===== src/rtl/vsm_pkg.sv =====
// Constants shared between the vector-scalar multiplier and its output drain,
// plus the lane-index width helper used to size lane counters.
package vsm_pkg;

    localparam int VSM_SIZE  = 6;
    localparam int VSM_WIDTH = 8;

    // A single-lane vector still needs a 1-bit index port.
    function automatic int lane_idx_w(input int size);
        return (size > 1) ? $clog2(size) : 1;
    endfunction

endpackage


===== src/rtl/vec_pingpong.sv =====
// Two-entry result-vector buffer: writes land in the free entry, reads come
// from the oldest; occupancy EMPTY/ONE/FULL tracks how many entries are live.
module vec_pingpong
    import vsm_pkg::*;
#(
    parameter int SIZE  = VSM_SIZE,
    parameter int WIDTH = VSM_WIDTH
) (
    input  logic                    clk,
    input  logic                    reset,
    input  logic                    wr_en,
    input  logic [SIZE*WIDTH-1:0]   wr_dat,
    input  logic                    rd_done,
    output logic [SIZE*WIDTH-1:0]   rd_dat,
    output logic                    empty,
    output logic                    full
);

    typedef enum logic [1:0] {
        OCC_EMPTY = 2'd0,
        OCC_ONE   = 2'd1,
        OCC_FULL  = 2'd2
    } occ_t;

    occ_t                  occ_q, occ_d;
    logic                  wr_ptr_q, wr_ptr_d;
    logic                  rd_ptr_q, rd_ptr_d;
    logic [SIZE*WIDTH-1:0] mem_q [2];
    logic [SIZE*WIDTH-1:0] mem_d [2];

    always_comb begin
        occ_d    = occ_q;
        wr_ptr_d = wr_ptr_q;
        rd_ptr_d = rd_ptr_q;
        for (int i = 0; i < 2; i++) begin
            mem_d[i] = mem_q[i];
            if (wr_en && (wr_ptr_q == 1'(i))) begin
                mem_d[i] = wr_dat;
            end
        end
        if (wr_en) begin
            wr_ptr_d = ~wr_ptr_q;
        end
        if (rd_done) begin
            rd_ptr_d = ~rd_ptr_q;
        end
        // Simultaneous write and free leaves occupancy unchanged.
        case ({wr_en, rd_done})
            2'b10:   occ_d = (occ_q == OCC_EMPTY) ? OCC_ONE : OCC_FULL;
            2'b01:   occ_d = (occ_q == OCC_FULL)  ? OCC_ONE : OCC_EMPTY;
            default: occ_d = occ_q;
        endcase
    end

    always_ff @(posedge clk or negedge reset) begin
        if (!reset) begin
            occ_q    <= OCC_EMPTY;
            wr_ptr_q <= 1'b0;
            rd_ptr_q <= 1'b0;
            for (int i = 0; i < 2; i++) begin
                mem_q[i] <= '0;
            end
        end else begin
            occ_q    <= occ_d;
            wr_ptr_q <= wr_ptr_d;
            rd_ptr_q <= rd_ptr_d;
            for (int i = 0; i < 2; i++) begin
                mem_q[i] <= mem_d[i];
            end
        end
    end

    assign rd_dat = mem_q[rd_ptr_q];
    assign empty  = (occ_q == OCC_EMPTY);
    assign full   = (occ_q == OCC_FULL);

endmodule


===== src/rtl/vsm_drain.sv =====
// Multiplier output drain: buffers up to two result vectors and streams them one
// lane per valid/ready handshake; vec_ready depends only on registered occupancy.
module vsm_drain
    import vsm_pkg::*;
#(
    parameter int SIZE  = VSM_SIZE,
    parameter int WIDTH = VSM_WIDTH,
    parameter int IDX_W = lane_idx_w(SIZE)
) (
    input  logic                  clk,
    input  logic                  reset,
    input  logic                  vec_valid,
    output logic                  vec_ready,
    input  logic [SIZE*WIDTH-1:0] vec_data,
    output logic                  lane_valid,
    input  logic                  lane_ready,
    output logic [WIDTH-1:0]      lane_data,
    output logic [IDX_W-1:0]      lane_idx,
    output logic                  lane_last,
    output logic                  overflow,
    output logic                  busy
);

    localparam logic [IDX_W-1:0] LAST_IDX = IDX_W'(SIZE - 1);

    logic [SIZE*WIDTH-1:0] rd_dat;
    logic                  buf_empty;
    logic                  buf_full;
    logic                  vec_acc;
    logic                  lane_xfer;
    logic                  last_xfer;
    logic [IDX_W-1:0]      lane_cnt_q, lane_cnt_d;
    logic                  overflow_q, overflow_d;

    assign vec_acc   = vec_valid && vec_ready;
    assign lane_xfer = lane_valid && lane_ready;
    assign last_xfer = lane_xfer && (lane_cnt_q == LAST_IDX);

    vec_pingpong #(
        .SIZE  (SIZE),
        .WIDTH (WIDTH)
    ) u_pingpong (
        .clk     (clk),
        .reset   (reset),
        .wr_en   (vec_acc),
        .wr_dat  (vec_data),
        .rd_done (last_xfer),
        .rd_dat  (rd_dat),
        .empty   (buf_empty),
        .full    (buf_full)
    );

    always_comb begin
        lane_cnt_d = lane_cnt_q;
        if (lane_xfer) begin
            lane_cnt_d = last_xfer ? '0 : lane_cnt_q + 1'b1;
        end
        // A dropped vector is only flagged; it never touches the buffer.
        overflow_d = overflow_q | (vec_valid && !vec_ready);
    end

    always_ff @(posedge clk or negedge reset) begin
        if (!reset) begin
            lane_cnt_q <= '0;
            overflow_q <= 1'b0;
        end else begin
            lane_cnt_q <= lane_cnt_d;
            overflow_q <= overflow_d;
        end
    end

    // The oldest entry is never overwritten while it drains, so this mux holds
    // steady under backpressure without an output register.
    always_comb begin
        lane_data = '0;
        for (int i = 0; i < SIZE; i++) begin
            if (lane_cnt_q == IDX_W'(i)) begin
                lane_data = rd_dat[WIDTH*i +: WIDTH];
            end
        end
    end

    assign vec_ready  = !buf_full;
    assign busy       = !buf_empty;
    assign lane_valid = !buf_empty;
    assign lane_idx   = lane_cnt_q;
    assign lane_last  = lane_valid && (lane_cnt_q == LAST_IDX);
    assign overflow   = overflow_q;

endmodule


===== config.mk =====
export PLATFORM = sky130hd
export DESIGN_NAME = vsm_drain
export DESIGN_NICKNAME = d
export VERILOG_FILES = /design/src/rtl/vsm_pkg.sv /design/src/rtl/vec_pingpong.sv /design/src/rtl/vsm_drain.sv
export SDC_FILE = /design/constraint.sdc
export NUM_CORES = 1
export LEC_CHECK = 0
export ABC_AREA = 1
export ABC_CLOCK_PERIOD_IN_PS = 1700
export BUFFER_PORTS_ARGS = -buffer_cell sky130_fd_sc_hd__buf_2
export CORE_MARGIN = 2
export CORE_UTILIZATION = 36
export CTS_CLUSTER_SIZE = 20
export DETAILED_ROUTE_END_ITERATION = 12
export HOLD_SLACK_MARGIN = 0.05
export PLACE_DENSITY_LB_ADDON = 0.25
export SYNTH_ARGS = -nofsm -noshare
export SYNTH_HDL_FRONTEND = slang
export SYNTH_SLANG_ARGS = --single-unit

===== constraint.sdc =====
create_clock -name clk -period 1.7 [get_ports clk]
set_input_delay 0.17 -clock clk [delete_from_list [all_inputs] [get_ports clk]]
set_output_delay 0.17 -clock clk [all_outputs]
set_load 0.01 [all_outputs]

==> results of run 1 <==
-- flip-flops by register name, summed over array words and instances, names as in the netlist --
signal and count:
u_pingpong.wr_ptr_q 1, u_pingpong.rd_ptr_q 1, lane_idx 3, overflow 1
u_pingpong.mem_q 96, u_pingpong.occ_q 2
-- synth_stat cells (all sizes together) --
master / instances
a31o: 1
a21oi: 9
o22ai: 1
xor2: 1
o21ai: 107
inv: 78
nor2: 25
nand2: 275
clkbuf: 13
or2: 1
ha: 6
buf: 24
nand3: 26
dfrtp: 104
-- area by class of cell --
| type | count | area (sq um) |
|---|---|---|
| Multi-Input combinational cell | 452 | 2252 |
| Timing Repair Buffer | 96 | 641.9 |
| Tap cell | 180 | 225.2 |
| Inverter | 78 | 297.8 |
| Clock inverter | 2 | 60.06 |
| Clock buffer | 14 | 274.0 |
| Sequential cell | 104 | 2605 |
| Fill cell | 1431 | 7632 |
-- worst min path at each step --
stage / startpoint / endpoint / slack [ns] / depth (start not counted)
3_5_place_dp: reset / u_pingpong.mem_q[17] / 0.18 / 1
3_3_place_gp: reset / u_pingpong.mem_q[65] / 0.17 / 1
2_1_floorplan: reset / lane_idx[0] / -0.13 / 0
4_1_cts: vec_data[42] / u_pingpong.mem_q[90] / 0.06 / 3
5_1_grt: vec_data[41] / u_pingpong.mem_q[89] / 0.07 / 3
6_report: vec_data[42] / u_pingpong.mem_q[90] / 0.07 / 3
-- worst reg2reg max path, stage by stage, from the launching register on --
cell     delay, ns
dfrtp_2       0.45
buf_6         0.13
ha_4          0.16
nand2_2       0.10
nor2_2        0.06
ha_1          0.29
inv_1         0.08
o21ai_0       0.08
inv_1         0.08
nand2_1       0.05
o21ai_0       0.06
-- where the power goes --
part	internal, mW	total [mW]	leakage, nW	switching [mW]
Sequential	3.61	4.29	1.29	0.678
Combinational	2.16	5.59	1.91	3.43
Clock	1.41	2.32	0.163	0.902
-- cell families (layout without fill, tap and decap cells) --
family                     after synthesis  in the layout  synth area share, %
buffers and inverters                  115            190                9.661
xor gates and xnor gates                 1              1               0.1691
and+or+nand+nor                        327            327                25.53
DFF                                    104            104                50.24
AOI/OAI and AO/OA                      118            118                12.95
adders and majority gates                6              6                1.449
-- per-stage QoR --
step                      utilization (%)  worst slack (ns)  instance area [sq um]  instances  hold slack, ns
after floorplan                         -         -0.006241                   5184        671         -0.1256
after global placement              41.29          -0.06471                   5776        905          0.1703
after detailed placement            41.29           -0.1027                   5776        905          0.1770
after CTS                           45.06           -0.3807                   6304        926         0.06021
after global routing                45.44           -0.5382                   6356        926         0.07380
final                               45.44           -0.3924                   6356        926         0.07153
-- metal layers --
| layer | routed length, um | share of wire, % | global-route usage (%) | vias up |
|---|---|---|---|---|
| met2 | 6310 | 46 | 31.28 | 109 |
| met1 | 6157 | 45 | 25.08 | 2148 |
| met4 | 489 | 3.6 | 9.691 | 0 |
| met3 | 615 | 4.5 | 3.251 | 29 |
| li1 | - | - | - | 2202 |
| met5 | 0 | 0 | 0 | - |
-- repair_timing --
action,CTS,global route
hold buffers,1,0
resized for setup,39,17
endpoints found under the setup margin,11,11
hold endpoints to repair,32,0
pin swaps,11,7
setup buffers,5,0
==> impl_metrics.yaml, run 1 <==
routing:
  routed_wl_um: 13570
  antenna_left: 0
  vias_per_cell: 4.847
  drc: 0
  drtIter0Drc: 246
  vias: 4488
  wire_per_inst_um: 14.66
  firstDrtPassIters: 5
clock_tree:
  cts_buffers: 9
  cts_sinks: 104
  cts_buffer_depth: 2
  root_buffer: "clkbuf_16"
  clock_latency_ns: 0.35
  cts_htree_levels: 3
  clkTransAtPathRegs_ns: 0.07
  cts_tree: "yes"
finish:
  final_cell_mix: "nand2_1, dfrtp_1, o21ai_0, inv_1, buf_2"
  antenna_cells: 0
  fin_nets: 799
  layout_commonest_cell: "nand2_1"
  drive_gt1_share_pct: 25.74
  synthToLayoutAreaGrowth_pct: 22.71
timing:
  layout_setup_ws_ns: -0.3924
  finalClockSkew_ns: 0.004836
  rsz0062_at_grt: "yes"
  fin_crit_sh_pct: 123.1
  worst_pin_slew_ns: 0.5295
  max_freq_mhz: 477.9
  hold_violations: 0
  period_minus_slack_ns: 2.092
  final-max-slew-violation-count: 0
  setup_tns_ns: -3.004
  final-setup-viol-count: 8
  relSlewSlack_pct: 64.70
die:
  initial_core_util_pct: 37.03
  die_w_um: 124.0
  dieArea_sq_um: 15360
  die_h_um: 124.0
  core.rowCount: 43
  io_pins: 68
  fp.coreArea_sq_um: 13990
synth:
  synth_nets: 729
  ys_types: 23
  yosys_warnings: 0
  synth_cells: 671
  yosysTopAreaCell: "dfrtp_1"
  ys_ff_latch: 104
  synth_top_area_share_pct: 50.24
  syn_avg_cell_area_sq_um: 7.720
  synthesis.area_sq_um: 5180
  yosysSeqAreaShare_pct: 50.24
  synth.area.top_cells: "dfrtp_1, nand2_1, o21ai_0, inv_1, o21ai_2"
critical_path:
  worstSetupEndpointType: "primary output"
  rrSetupSlack_ns: 0.08
  r2r-end: "u_pingpong.occ_q[0]"
  reg2regPathDepth: 10
  critPathBufInv: 3
  worstPathRequired_ns: 1.53
  cp_max_fo: 8
  crit_path_start: "lane_idx[0]"
  slowest_stage: "dfrtp_2"
  start_kind: "flop"
  cp.depth: 11
  critPathMaxStageDelay_ns: 0.45
  crit_chain: "buf_6, ha_4, buf_6, nor2_4, nand2_1, nand3_1, nand2_1, nand2_1, nand2_2, nand2_2, buf_6"
  endpoint: "lane_data[5]"
  cp.arrival_ns: 1.92
  rr_startpoint: "lane_idx[0]"
  worst-setup-path-type: "flop to primary output"
  cp_top_family: "simple AND/OR/NAND/NOR gates"
pwr:
  ir_drop_mv: 1.187
  power.density_nw_per_um2: 1918
  p_leak_nw: 3.361
  p_total_mw: 12.19
placed_design:
  port-buffer-count: 67
  dp_hpwl_um: 9186
  gp_congestion: 0.8111
hold_path:
  hold_path.class: "primary input to flop"
global_route:
  antenna_found_initial: 0
  grt_max_degree: 97
  grt_overflow: 0
  grt_usage_pct: 19.33
  grt_pass1_vias: 4630
  grt_pass1_wl_um: 22720
flow_run:
  maxCapViolCount: 0
run_status:
  status: "complete, but fails checks"
  violations: "setup timing"
Power figures use the tool's default switching activity.
==> run 2, diff against run 1 <==
--- a/config.mk
+++ b/config.mk
@@ -9,7 +9,7 @@
 export ABC_CLOCK_PERIOD_IN_PS = 1700
 export BUFFER_PORTS_ARGS = -buffer_cell sky130_fd_sc_hd__buf_2
 export CORE_MARGIN = 2
-export CORE_UTILIZATION = 36
+export CORE_UTILIZATION = 35
 export CTS_CLUSTER_SIZE = 20
 export DETAILED_ROUTE_END_ITERATION = 12
 export HOLD_SLACK_MARGIN = 0.05
==> impl_metrics.yaml, run 2 (synthesis results as in run 1) <==
run_status:
  status: "complete, but fails checks"
  violations: "setup timing"
placed_design:
  dp_hpwl_um: 9088
  dpl_cell_area_sq_um: 5841
  gp_congestion: 0.8547
  place_ws_ns: -0.09841
  port-buffer-count: 67
critical_path:
  slowest_stage: "dfrtp_1"
  crit_chain: "inv_2, buf_6, ha_4, nand2_2, nor2_2, buf_6, nand2_1, nand3_2, nand2_1, nand2_1, nand2_1, nand2_1, buf_2"
  critPathBufInv: 4
  worstSetupEndpointType: "primary output"
  start_kind: "flop"
  cp_common_cell: "nand2_1"
  worstPathRequired_ns: 1.53
  cp.arrival_ns: 1.95
  cp_max_fo: 8
  cp_top_family: "simple AND/OR/NAND/NOR gates"
  worst-setup-path-type: "flop to primary output"
  critPathMaxStageDelay_ns: 0.41
global_route:
  grt_pass1_wl_um: 22490
  grt_max_degree: 97
  grt_usage_pct: 17.82
  grt_overflow: 0
  antenna_found_initial: 0
  grt_pass1_vias: 4469
timing:
  worst_pin_slew_ns: 0.4120
  final-setup-viol-count: 9
  holdWs_ns: 0.06494
  finalClockSkew_ns: 0.006033
  rsz0062_at_grt: "yes"
  hold_violations: 0
  fin_crit_sh_pct: 124.5
  max_freq_mhz: 472.3
  layout_setup_ws_ns: -0.4172
  final-max-slew-violation-count: 0
  relSlewSlack_pct: 72.54
  setup_tns_ns: -3.139
  period_minus_slack_ns: 2.117
finish:
  final_cell_mix: "nand2_1, dfrtp_1, o21ai_0, inv_1, buf_2"
  num-fill-cells: 1455
  fin_nets: 799
  stdcell_area_sq_um: 6445
  synthToLayoutAreaGrowth_pct: 24.42
  largest_reg_flops: 96
  drive_gt1_share_pct: 27.35
  layout_commonest_cell: "nand2_1"
  top_register: "u_pingpong.mem_q"
  antenna_cells: 0
pwr:
  p_total_mw: 12.24
  p_leak_nw: 3.419
  ir_drop_mv: 0.7179
  power.density_nw_per_um2: 1899
clock_tree:
  cts_htree_levels: 3
  cts_buffer_depth: 2
  root_buffer: "clkbuf_16"
  cts_sinks: 104
  clock_latency_ns: 0.35
  clkTransAtPathRegs_ns: 0.07
  cts_buffers: 9
  cts_tree: "yes"
routing:
  vias_per_cell: 4.803
  top_layer_used: "met4"
  route.met3.wl_um: 451
  drtIter0Drc: 247
  wire_per_inst_um: 14.57
  antenna_left: 0
  dr_wl_met2_um: 6289
  routed_wl_um: 13550
  vias: 4467
  firstDrtPassIters: 6
  m1WireLength_um: 6363
  drc: 0
hold_path:
  hold_path.class: "primary input to flop"
die:
  initial_core_util_pct: 35.78
  dieArea_sq_um: 15790
  core.rowCount: 44
  die_w_um: 125.7
  die_h_um: 125.7
  fp.coreArea_sq_um: 14480
  io_pins: 68
flow_run:
  maxCapViolCount: 0
[run 2: report_power, final]
part / total [mW] / switching [mW] / internal [mW]
Combinational: 5.94 / 3.56 / 2.38
Sequential: 4.30 / 0.685 / 3.61
Clock: 2.00 / 0.896 / 1.11
[run 2: layout make-up]
type / instances / area, sq um / share of cell area [%]
Multi-Input combinational cell: 452 / 2300 / 35.68
Sequential cell: 104 / 2604 / 40.40
Inverter: 78 / 295.3 / 4.582
Clock inverter: 3 / 15.01 / 0.2330
Tap cell: 184 / 230.2 / 3.572
Clock buffer: 13 / 270.3 / 4.193
Timing Repair Buffer: 96 / 730.7 / 11.34
[run 2: metal layers]
metal	track usage (%)	up-vias
li1	-	2209
met1	24.40	2123
met2	27.85	111
met3	2.761	24
met4	8.497	0
met5	0	-
[run 2: through the flow]
stage | instances | util, %
global route | 930 | 44.51
finish | 930 | 44.51
CTS | 928 | 43.48
detailed placement | 907 | 40.34
global placement | 907 | 40.34
floorplan | 671 | -
[run 2: what timing repair did]
action | in CTS | in global routing
hold endpoints to repair | 26 | 0
hold buffers | 1 | 0
endpoints found under the setup margin | 10 | 11
buffers inserted | 4 | 2
resized for setup | 32 | 36
pin swaps | 4 | 14
[run 2: worst min-delay path: cells and delay by family]
kind	cells	cell delay, ns
buf+inv	2	0.14
compound gates	1	0.06
[run 2: path summary, 6_finish.rpt]
kind / start / end / slack (ns) / depth (start not counted)
worst max-delay path: lane_idx[0] / lane_data[2] / -0.42 / 13
worst min-delay path: vec_data[44] / u_pingpong.mem_q[92] / 0.06 / 3
worst max register to register: lane_idx[0] / u_pingpong.occ_q[0] / 0.01 / 10
worst min register to register: overflow / overflow / 0.47 / 1
max in group asynchronous: reset / u_pingpong.mem_q[88] / 0.79 / 3
min in group asynchronous: reset / u_pingpong.mem_q[66] / 0.30 / 2
==> run 3, diff against run 2 <==
--- a/config.mk
+++ b/config.mk
@@ -5,7 +5,7 @@
 export SDC_FILE = /design/constraint.sdc
 export NUM_CORES = 1
 export LEC_CHECK = 0
-export ABC_AREA = 1
+export ABC_AREA = 0
 export ABC_CLOCK_PERIOD_IN_PS = 1700
 export BUFFER_PORTS_ARGS = -buffer_cell sky130_fd_sc_hd__buf_2
 export CORE_MARGIN = 2
==> impl_metrics.yaml, run 3 <==
run_status:
  status: "complete, but fails checks"
  violations: "setup timing"
finish:
  final_cell_mix: "dfrtp_1, buf_2, mux2_2, mux2i_1, mux2_4"
  fin_nets: 505
  stdcell_count: 636
  seqCellArea_sq_um: 2606
  final_util_pct: 44.01
  synthToLayoutAreaGrowth_pct: 24.24
  drive_gt1_share_pct: 53.76
  largest_reg_flops: 96
  top_register: "u_pingpong.mem_q"
  antenna_cells: 0
  num-fill-cells: 1340
  layout_commonest_cell: "dfrtp_1"
  multiInputGateArea_sq_um: 2434
routing:
  top_layer_used: "met4"
  vias_per_cell: 5.053
  route.met3.wl_um: 508
  m1WireLength_um: 5367
  drc: 0
  antenna_left: 0
  routed_wl_um: 11700
  drtIter0Drc: 162
  wire_per_inst_um: 18.39
  firstDrtPassIters: 4
  dr_wl_met2_um: 5662
  vias: 3214
placed_design:
  dp_hpwl_um: 8330
  gp_congestion: 0.7236
  port-buffer-count: 67
  place_ws_ns: -0.4843
  dp.cells: 615
die:
  initial_core_util_pct: 35.43
  die_h_um: 124.8
  dieArea_sq_um: 15580
  io_pins: 68
  core.rowCount: 44
  die_w_um: 124.8
  fp.coreArea_sq_um: 14420
synth:
  synth.area.top_cells: "dfrtp_1, mux2_2, mux2_4, mux2i_1, a21oi_1"
  ys_ff_latch: 104
  yosysTopAreaCell: "dfrtp_1"
  synth_nets: 419
  synth_cells: 361
  synth_common_cells: "dfrtp_1, mux2_2, mux2_4, mux2i_1, a21oi_1"
  ys_async_sr_fraction_pct: 100.0
  synth_most_common_cell: "dfrtp_1"
  syn_avg_cell_area_sq_um: 14.15
  ys_types: 37
  synth-edff-count: 0
  yosysSeqAreaShare_pct: 50.93
  synthesis.area_sq_um: 5110
  yosys_warnings: 0
  synth_flop_cell: "dfrtp_1"
  synth_top_area_share_pct: 50.93
global_route:
  grt_pass1_vias: 3494
  grt_max_degree: 44
  grt_usage_pct: 15.97
  grt_overflow: 0
  grt_pass1_wl_um: 19350
  antenna_found_initial: 0
timing:
  period_minus_slack_ns: 2.332
  setup_tns_ns: -4.970
  holdWs_ns: 0.06412
  finalClockSkew_ns: 0.005340
  worst_pin_slew_ns: 0.5905
  relSlewSlack_pct: 60.63
  layout_setup_ws_ns: -0.6318
  max_freq_mhz: 428.9
  hold_violations: 0
  final-setup-viol-count: 9
  fin_crit_sh_pct: 137.2
  final-max-slew-violation-count: 0
  rsz0062_at_grt: "yes"
clock_tree:
  cts_buffer_depth: 2
  clock_latency_ns: 0.35
  clkTransAtPathRegs_ns: 0.07
  cts_buffers: 9
  root_buffer: "clkbuf_16"
  cts_htree_levels: 3
  cts_tree: "yes"
  cts_sinks: 104
pwr:
  power.density_nw_per_um2: 2029
  p_leak_nw: 2.895
  ir_drop_mv: 0.6966
critical_path:
  worstSetupEndpointType: "primary output"
  start_kind: "flop"
  cp_max_fo: 8
  worst-setup-path-type: "flop to primary output"
  worstPathRequired_ns: 1.53
  cp.arrival_ns: 2.16
hold_path:
  hold_path.class: "primary input to flop"
flow_run:
  maxCapViolCount: 0
==> run 3: logic make-up (layout without fill, tap and decap cells) <==
| logic type | count (synthesis) | after routing | synth area share (%) |
|---|---|---|---|
| AOI/OAI and AO/OA | 55 | 55 | 6.734 |
| xor gates and xnor gates | 3 | 3 | 0.5143 |
| adders and majority gates | 6 | 6 | 1.469 |
| buffers and inverters | 30 | 120 | 4.407 |
| DFF | 104 | 104 | 50.93 |
| muxes | 144 | 144 | 33.69 |
| and+or+nand+nor | 19 | 20 | 2.253 |
==> run 3: power breakdown <==
| group | switching (mW) | internal (mW) | total, mW | leakage, nW |
|---|---|---|---|---|
| combinational | 2.75 | 3.42 | 6.18 | 1.50 |
| clock | 0.904 | 1.37 | 2.28 | 0.159 |
| sequential | 0.697 | 3.73 | 4.43 | 1.23 |
==> run 3: stage by stage <==
step / cell area, sq um / total power, mW
floorplan: 5171 / 8.463
global placement: 5861 / 10.13
detailed placement: 5861 / 10.26
CTS: 6332 / 12.99
global route: 6349 / 13.73
finish: 6349 / 12.88
==> run 3: timing repair <==
| item | in CTS | in global routing |
|---|---|---|
| hold endpoints to repair | 40 | 0 |
| setup endpoints to repair | 10 | 11 |
| cloned | 1 | 0 |
| setup buffers | 2 | 2 |
| resized for setup | 25 | 7 |
| hold buffers | 1 | 0 |
| pin swaps | 6 | 5 |
==> run 3: critical path, stage by stage, from the launching register on <==
cell,delay [ns]
dfrtp_2,0.43
inv_2,0.08
buf_6,0.10
ha_4,0.11
or3b_4,0.49
o22ai_4,0.21
o21ai_1,0.10
o211ai_1,0.12
buf_2,0.17
==> run 3: layout make-up <==
| cell class | count | area share, % |
|---|---|---|
| Clock buffer | 12 | 4.040 |
| Clock inverter | 4 | 1.202 |
| Inverter | 5 | 0.2956 |
| Multi-Input combinational cell | 228 | 38.33 |
| Sequential cell | 104 | 41.05 |
| Tap cell | 184 | 3.626 |
| Timing Repair Buffer | 99 | 11.45 |
==> run 3: path summary, 6_finish.rpt <==
kind | from | to | slack (ns) | cells past startpoint
min in group asynchronous | reset | u_pingpong.wr_ptr_q | 0.38 | 2
worst max register to register | lane_idx[0] | u_pingpong.occ_q[1] | 0.05 | 9
worst min-delay path | vec_data[12] | u_pingpong.mem_q[12] | 0.06 | 2
worst max-delay path | lane_idx[0] | lane_data[7] | -0.63 | 8
worst min register to register | overflow | overflow | 0.48 | 1
max in group asynchronous | reset | u_pingpong.mem_q[3] | 0.73 | 3
==> run 3: metal layers <==
layer	vias up	track usage [%]
li1	1488	-
met1	1651	20.94
met2	62	26.10
met3	13	4.510
met4	0	4.248
met5	-	0
